File: config.mk
export PLATFORM = sky130hd
export DESIGN_NAME = piece_step_ctrl
export DESIGN_NICKNAME = d
export VERILOG_FILES = /design/src/rtl/piece_pkg.sv /design/src/rtl/piece_step_ctrl_drop_timer.sv /design/src/rtl/piece_step_ctrl.sv
export SDC_FILE = /design/constraint.sdc
export NUM_CORES = 1
export LEC_CHECK = 0
export ABC_AREA = 1
export CAP_MARGIN = 20
export CORE_UTILIZATION = 25
export DETAILED_ROUTE_END_ITERATION = 8
export MAX_ROUTING_LAYER = met4
export PLACE_DENSITY = 0.5
export SLEW_MARGIN = 40
export SYNTH_ARGS = -nofsm -noshare
export SYNTH_HDL_FRONTEND = slang
export SYNTH_HIERARCHICAL = 1
export SYNTH_SLANG_ARGS = --single-unit
export TNS_END_PERCENT = 100
File: constraint.sdc
create_clock -name clk -period 2.7 [get_ports clk]
set_input_delay 0.54 -clock clk [delete_from_list [all_inputs] [get_ports clk]]
set_output_delay 0.54 -clock clk [all_outputs]
set_load 0.05 [all_outputs]
File: src/rtl/piece_pkg.sv
// Shared encodings for the falling-piece sequencer: move operations,
// FSM states and the fixed figure codes.
package piece_pkg;

  typedef enum logic [2:0] {
    OP_NONE  = 3'd0,
    OP_DOWN  = 3'd1,
    OP_LEFT  = 3'd2,
    OP_RIGHT = 3'd3,
    OP_ROT   = 3'd4
  } move_op_e;

  typedef enum logic [2:0] {
    ST_SPAWN     = 3'd0,
    ST_SPAWN_CHK = 3'd1,
    ST_IDLE      = 3'd2,
    ST_EVAL      = 3'd3,
    ST_LOCK      = 3'd4,
    ST_WAIT_CLR  = 3'd5,
    ST_OVER      = 3'd6
  } state_e;

  localparam logic [7:0] FIG_I = 8'd0;
  localparam logic [7:0] FIG_Q = 8'd1;

endpackage

File: src/rtl/piece_step_ctrl_drop_timer.sv
// Gravity timer: counts enabled cycles and flags the cycle in which the
// count reaches DROP_PERIOD-1.
module drop_timer #(
  parameter int unsigned DROP_PERIOD = 25000000,
  parameter int unsigned CNT_W       = 25
) (
  input  logic clk_i,
  input  logic rst_i,
  input  logic en_i,
  input  logic clr_i,
  output logic drop_o
);

  localparam logic [CNT_W-1:0] LAST = CNT_W'(DROP_PERIOD - 32'd1);

  logic [CNT_W-1:0] cnt_q;
  logic [CNT_W-1:0] cnt_d;

  // clear wins over count so a drop restarts the period at zero
  always_comb begin
    cnt_d = cnt_q;
    if (clr_i) begin
      cnt_d = '0;
    end else if (en_i) begin
      cnt_d = cnt_q + CNT_W'(1);
    end else begin
      cnt_d = cnt_q;
    end
  end

  // counter register
  always_ff @(posedge clk_i) begin
    if (rst_i) begin
      cnt_q <= '0;
    end else begin
      cnt_q <= cnt_d;
    end
  end

  assign drop_o = en_i && (cnt_q == LAST);

endmodule

File: src/rtl/piece_step_ctrl.sv
// Sequencer for the falling-piece register bank: spawns figures, arbitrates
// gravity against player moves, and runs the lock / line-clear handshake.
module piece_step_ctrl
  import piece_pkg::*;
#(
  parameter int unsigned WIDTH       = 8,
  parameter int unsigned NUM_FIG     = 7,
  parameter int unsigned DROP_PERIOD = 25000000,
  parameter int unsigned CNT_W       = 25
) (
  input  logic             clk,
  input  logic             rst,
  input  logic             btn_left,
  input  logic             btn_right,
  input  logic             btn_rot,
  input  logic             collide,
  input  logic             clear_done,
  output logic [2:0]       move_op,
  output logic             write_reg,
  output logic             is_load_fig,
  output logic [WIDTH-1:0] figure,
  output logic             lock_req,
  output logic             game_over,
  output logic [15:0]      piece_cnt
);

  localparam logic [WIDTH-1:0] LAST_FIG = WIDTH'(NUM_FIG - 32'd1);

  state_e           state_q, state_d;
  move_op_e         op_q, op_d;
  logic [WIDTH-1:0] fig_sel_q, fig_sel_d;
  logic [WIDTH-1:0] figure_q, figure_d;
  logic [15:0]      piece_cnt_q, piece_cnt_d;
  logic             game_over_q, game_over_d;
  logic             drop_s;

  drop_timer #(
    .DROP_PERIOD(DROP_PERIOD),
    .CNT_W      (CNT_W)
  ) u_drop_timer (
    .clk_i (clk),
    .rst_i (rst),
    .en_i  (state_q == ST_IDLE),
    .clr_i ((state_q == ST_SPAWN) || drop_s),
    .drop_o(drop_s)
  );

  // next-state logic; in IDLE gravity outranks rotate, then left, then right
  always_comb begin
    state_d     = state_q;
    op_d        = op_q;
    figure_d    = figure_q;
    piece_cnt_d = piece_cnt_q;
    game_over_d = game_over_q;
    fig_sel_d   = (fig_sel_q == LAST_FIG) ? '0 : fig_sel_q + WIDTH'(1);
    case (state_q)
      ST_SPAWN: state_d = ST_SPAWN_CHK;
      ST_SPAWN_CHK: begin
        if (collide) begin
          state_d     = ST_OVER;
          game_over_d = 1'b1;
        end else begin
          state_d = ST_IDLE;
        end
      end
      ST_IDLE: begin
        if (drop_s) begin
          op_d    = OP_DOWN;
          state_d = ST_EVAL;
        end else if (btn_rot) begin
          op_d    = OP_ROT;
          state_d = ST_EVAL;
        end else if (btn_left) begin
          op_d    = OP_LEFT;
          state_d = ST_EVAL;
        end else if (btn_right) begin
          op_d    = OP_RIGHT;
          state_d = ST_EVAL;
        end else begin
          state_d = ST_IDLE;
        end
      end
      ST_EVAL: begin
        if (collide && (op_q == OP_DOWN)) begin
          state_d = ST_LOCK;
        end else begin
          state_d = ST_IDLE;
        end
      end
      ST_LOCK: begin
        piece_cnt_d = piece_cnt_q + 16'd1;
        state_d     = ST_WAIT_CLR;
      end
      ST_WAIT_CLR: begin
        if (clear_done) begin
          figure_d = fig_sel_q;
          state_d  = ST_SPAWN;
        end else begin
          state_d = ST_WAIT_CLR;
        end
      end
      ST_OVER: begin
        state_d     = ST_OVER;
        game_over_d = 1'b1;
      end
      default: state_d = ST_SPAWN;
    endcase
  end

  // FSM and datapath registers
  always_ff @(posedge clk) begin
    if (rst) begin
      state_q     <= ST_SPAWN;
      op_q        <= OP_NONE;
      fig_sel_q   <= '0;
      figure_q    <= WIDTH'(FIG_I);
      piece_cnt_q <= 16'd0;
      game_over_q <= 1'b0;
    end else begin
      state_q     <= state_d;
      op_q        <= op_d;
      fig_sel_q   <= fig_sel_d;
      figure_q    <= figure_d;
      piece_cnt_q <= piece_cnt_d;
      game_over_q <= game_over_d;
    end
  end

  // enables decode from state only, forced low while reset is asserted
  always_comb begin
    move_op     = OP_NONE;
    write_reg   = 1'b0;
    is_load_fig = 1'b0;
    lock_req    = 1'b0;
    if (!rst) begin
      case (state_q)
        ST_SPAWN: is_load_fig = 1'b1;
        ST_EVAL: begin
          move_op   = op_q;
          write_reg = !collide;
        end
        ST_LOCK: lock_req = 1'b1;
        default: move_op = OP_NONE;
      endcase
    end else begin
      move_op = OP_NONE;
    end
  end

  assign figure    = figure_q;
  assign game_over = game_over_q;
  assign piece_cnt = piece_cnt_q;

endmodule
==> flow_summary.yaml <==
clock_network:
  numCtsBuffers: 9
  clk_root_buffer_cell: "clkbuf_16"
  cts_resized: 0
  cts_max_level: 3
  cts_hold_buf: 0
  cts.sinks: 64
  cts_tree: "done"
  clkLatencyLatePin_ns: 0.34
  cts_buffer_depth: 2
  clkTransAtPathRegs_ns: 0.05
  post_cts_buffers: 0
job:
  drv_cap: 0
drt:
  post_drt_wl_per_cell_um: 11.4
  viasPerCell: 4.40
  drtAntennaViolNets: 0
  drc: 0
  wl_um: 7950
  first_iter_violations: 172
  drt_first_pass_iters: 4
  vias: 3067
finish:
  area_growth_pct: 28.5
  layout-drive-gt1-share: 0.0914
  multi_input_area_um2: 1690
  nets: 531
  antennaDiodeCount: 0
  seqCellArea_um2: 1280
  nFillCells: 1359
global_route:
  grt_usage: 0.136
  antenna_found_initial: 0
  overflow: 0
  grt_pass1_wl_um: 13600
  grt_pass1_vias: 2961
  grt_max_degree: 24
worst_setup_path:
  cp-endpoint: "move_op[0]"
  worstPathRequired_ns: 2.16
  rrSetupSlack_ns: 0.72
  crit_cells: 5
  crit_start: "rst"
  path_buf_inv: 3
  worst_path_largest_cell_delay_ns: 0.51
  worstSetupPathType: "input port to output port"
  crit_path_start_kind: "input port"
  cp.arrival_ns: 1.70
  cp_max_fo: 5
  crit_family: "buffers and inverters"
  crit_slowest_cell: "clkdlybuf4s50_1"
  critPathCaptureType: "output port"
  r2r-start: "state_q[1]"
  path_cells: "clkdlybuf4s50_1 -> inv_1 -> nand2_1 -> nor2_1 -> buf_12"
  reg2reg_to: "u_drop_timer/cnt_q[3]"
  rr_worst_depth: 13
power:
  p_int_mw: 1.88
  switching_share: 0.313
  power_frac_seq: 0.391
  power.density_nw_per_um2: 661
  power_frac_comb: 0.204
  p_leak_nw: 1.55
  ir_drop_v: 0.000200
  p_clk_frac: 0.405
  total_power_mw: 2.74
  p_sw_mw: 0.858
yosys:
  yosysSeqAreaShare: 0.397
  synthCells: 476
  yosys_warnings: 6
  syn-cell-area_um2: 3230
  synth-seq-cells: 64
  syn-num-nets: 487
  syn_avg_cell_area_um2: 6.78
  synth_cell_types: 32
floorplan:
  dieArea_um2: 13400
  die_w_um: 116
  num_rows: 41
  die_height_um: 116
  initial_core_util: 0.256
  num_io_pins: 38
  core_area_um2: 12600
sta:
  worstMarginPinSlew_ns: 0.570
  drv_slew: 0
  fmax_mhz: 447
  fin_ws_ns: 0.464
  tns_ns: 0
  timing.final.crit_share: 0.828
  skew_ns: 0.00705
  max_slew_margin: 0.617
  grt_setup_unrepaired: "no"
  hold_viol_final: 0
  period_needed_ns: 2.24
  setup_viol: 0
placement:
  port_buffers: 37
  place_congestion: 0.883
  place_hpwl_um: 5900
  pre_cts_ws_ns: 0.457
min_path:
  hp-class: "flip-flop to flip-flop"
run_status:
  status: "finished clean"
metal layers:
layer / vias up / part of all wire / global-route usage
met5: - / 0 / -
met2: 60 / 0.46 / 0.218
met1: 1374 / 0.47 / 0.158
met3: 15 / 0.044 / 0.0288
met4: 0 / 0.027 / 0.0795
li1: 1618 / - / -
cells in the final DEF, fill, tap and decap left out, types with 4 or more instances in the layout:
cell type / synthesis / layout
clkbuf_16: 0 / 9
o21ai_0: 17 / 17
nand4_1: 13 / 13
inv_1: 57 / 57
nor2_1: 98 / 98
xor2_1: 4 / 4
a21oi_1: 38 / 38
dfxtp_1: 64 / 64
clkdlybuf4s50_1: 0 / 31
nand3_1: 34 / 34
buf_12: 0 / 6
nor3_1: 5 / 5
buf_4: 0 / 4
nor2_4: 4 / 4
nand2_1: 99 / 99
nand2_2: 5 / 5
ha_1: 4 / 4
cell families after synthesis:
logic type / synth area share
compound gates: 0.103
fa+ha+maj: 0.0155
buf+inv: 0.0807
flops: 0.397
simple gates: 0.390
xor+xnor: 0.0136
cell usage after synthesis:
| cell | n | area share |
|---|---|---|
| inv_2 | 1 | 0.0012 |
| nand3_1 | 34 | 0.053 |
| nor2_4 | 4 | 0.014 |
| ha_1 | 4 | 0.016 |
| xnor2_1 | 1 | 0.0027 |
| o21ai_1 | 1 | 0.0015 |
| nor3b_1 | 1 | 0.0023 |
| dfxtp_1 | 64 | 0.40 |
| o31ai_1 | 1 | 0.0023 |
| nor2_2 | 3 | 0.0058 |
| nand2_2 | 5 | 0.0097 |
| nor3_1 | 5 | 0.0078 |
| and2_1 | 1 | 0.0019 |
| inv_1 | 57 | 0.066 |
| nor2_8 | 2 | 0.012 |
| o21ai_0 | 17 | 0.026 |
| or2_2 | 1 | 0.0019 |
| nand3_2 | 1 | 0.0031 |
| nand3b_1 | 1 | 0.0023 |
| buf_6 | 1 | 0.0035 |
| clkbuf_1 | 3 | 0.0035 |
| a21oi_1 | 38 | 0.059 |
| nand2_1 | 99 | 0.12 |
| nor3_2 | 2 | 0.0062 |
| nor3_4 | 1 | 0.0050 |
| o21a_1 | 3 | 0.0070 |
| a211oi_1 | 3 | 0.0070 |
| nand4_1 | 13 | 0.025 |
| nand2_4 | 3 | 0.010 |
| xor2_1 | 4 | 0.011 |
| nor2_1 | 98 | 0.11 |
| buf_2 | 4 | 0.0062 |
worst reg2reg max path, delay by kind of cell, from the launching register on:
family	cells	cell delay, ns
flops	1	0.47
buf+inv	4	0.53
simple gates	7	0.70
compound gates	2	0.15
registers in the layout, summed over array words and instances, names as in the netlist:
signal	count
fig_sel_q	8
u_drop_timer/cnt_q	25
game_over	1
op_q	3
piece_cnt	16
figure	8
state_q	3
area by class of cell:
class | count | share of cell area
multi-input cells | 346 | 0.407
inverters | 58 | 0.0525
clock inverters | 3 | 0.00362
repair buffers | 41 | 0.111
clock buffers | 13 | 0.0652
well taps | 172 | 0.0519
flip-flops and latches | 64 | 0.309
power groups by stage:
| stage | logic [mW] | clock network, mW | registers, mW |
|---|---|---|---|
| global placement | 0.554 | 0 | 1.09 |
| floorplan | 0.355 | 0 | 1.12 |
| global route | 0.627 | 1.19 | 1.08 |
| detailed placement | 0.563 | 0 | 1.09 |
| CTS | 0.565 | 1.15 | 1.07 |
| finish | 0.560 | 1.11 | 1.07 |
how the worst min path moves through the flow:
stage	from	end	cells after the start
2_1_floorplan	op_q[2]	op_q[2]	2
3_3_place_gp	figure[5]	figure[5]	2
3_5_place_dp	figure[4]	figure[4]	2
4_1_cts	figure[4]	figure[4]	2
5_1_grt	figure[7]	figure[7]	2
6_report	figure[4]	figure[4]	2
through the flow:
step           hold WS, ns   util  instances  instance area, µm²
2_1_floorplan        0.441      -        476                3230
5_1_grt              0.486  0.328        697                4150
3_5_place_dp         0.455  0.306        681                3860
3_3_place_gp         0.460  0.306        681                3860
6_report             0.459  0.328        697                4150
4_1_cts              0.463  0.328        697                4150
No activity file was read; power rests on OpenSTA's default activity.
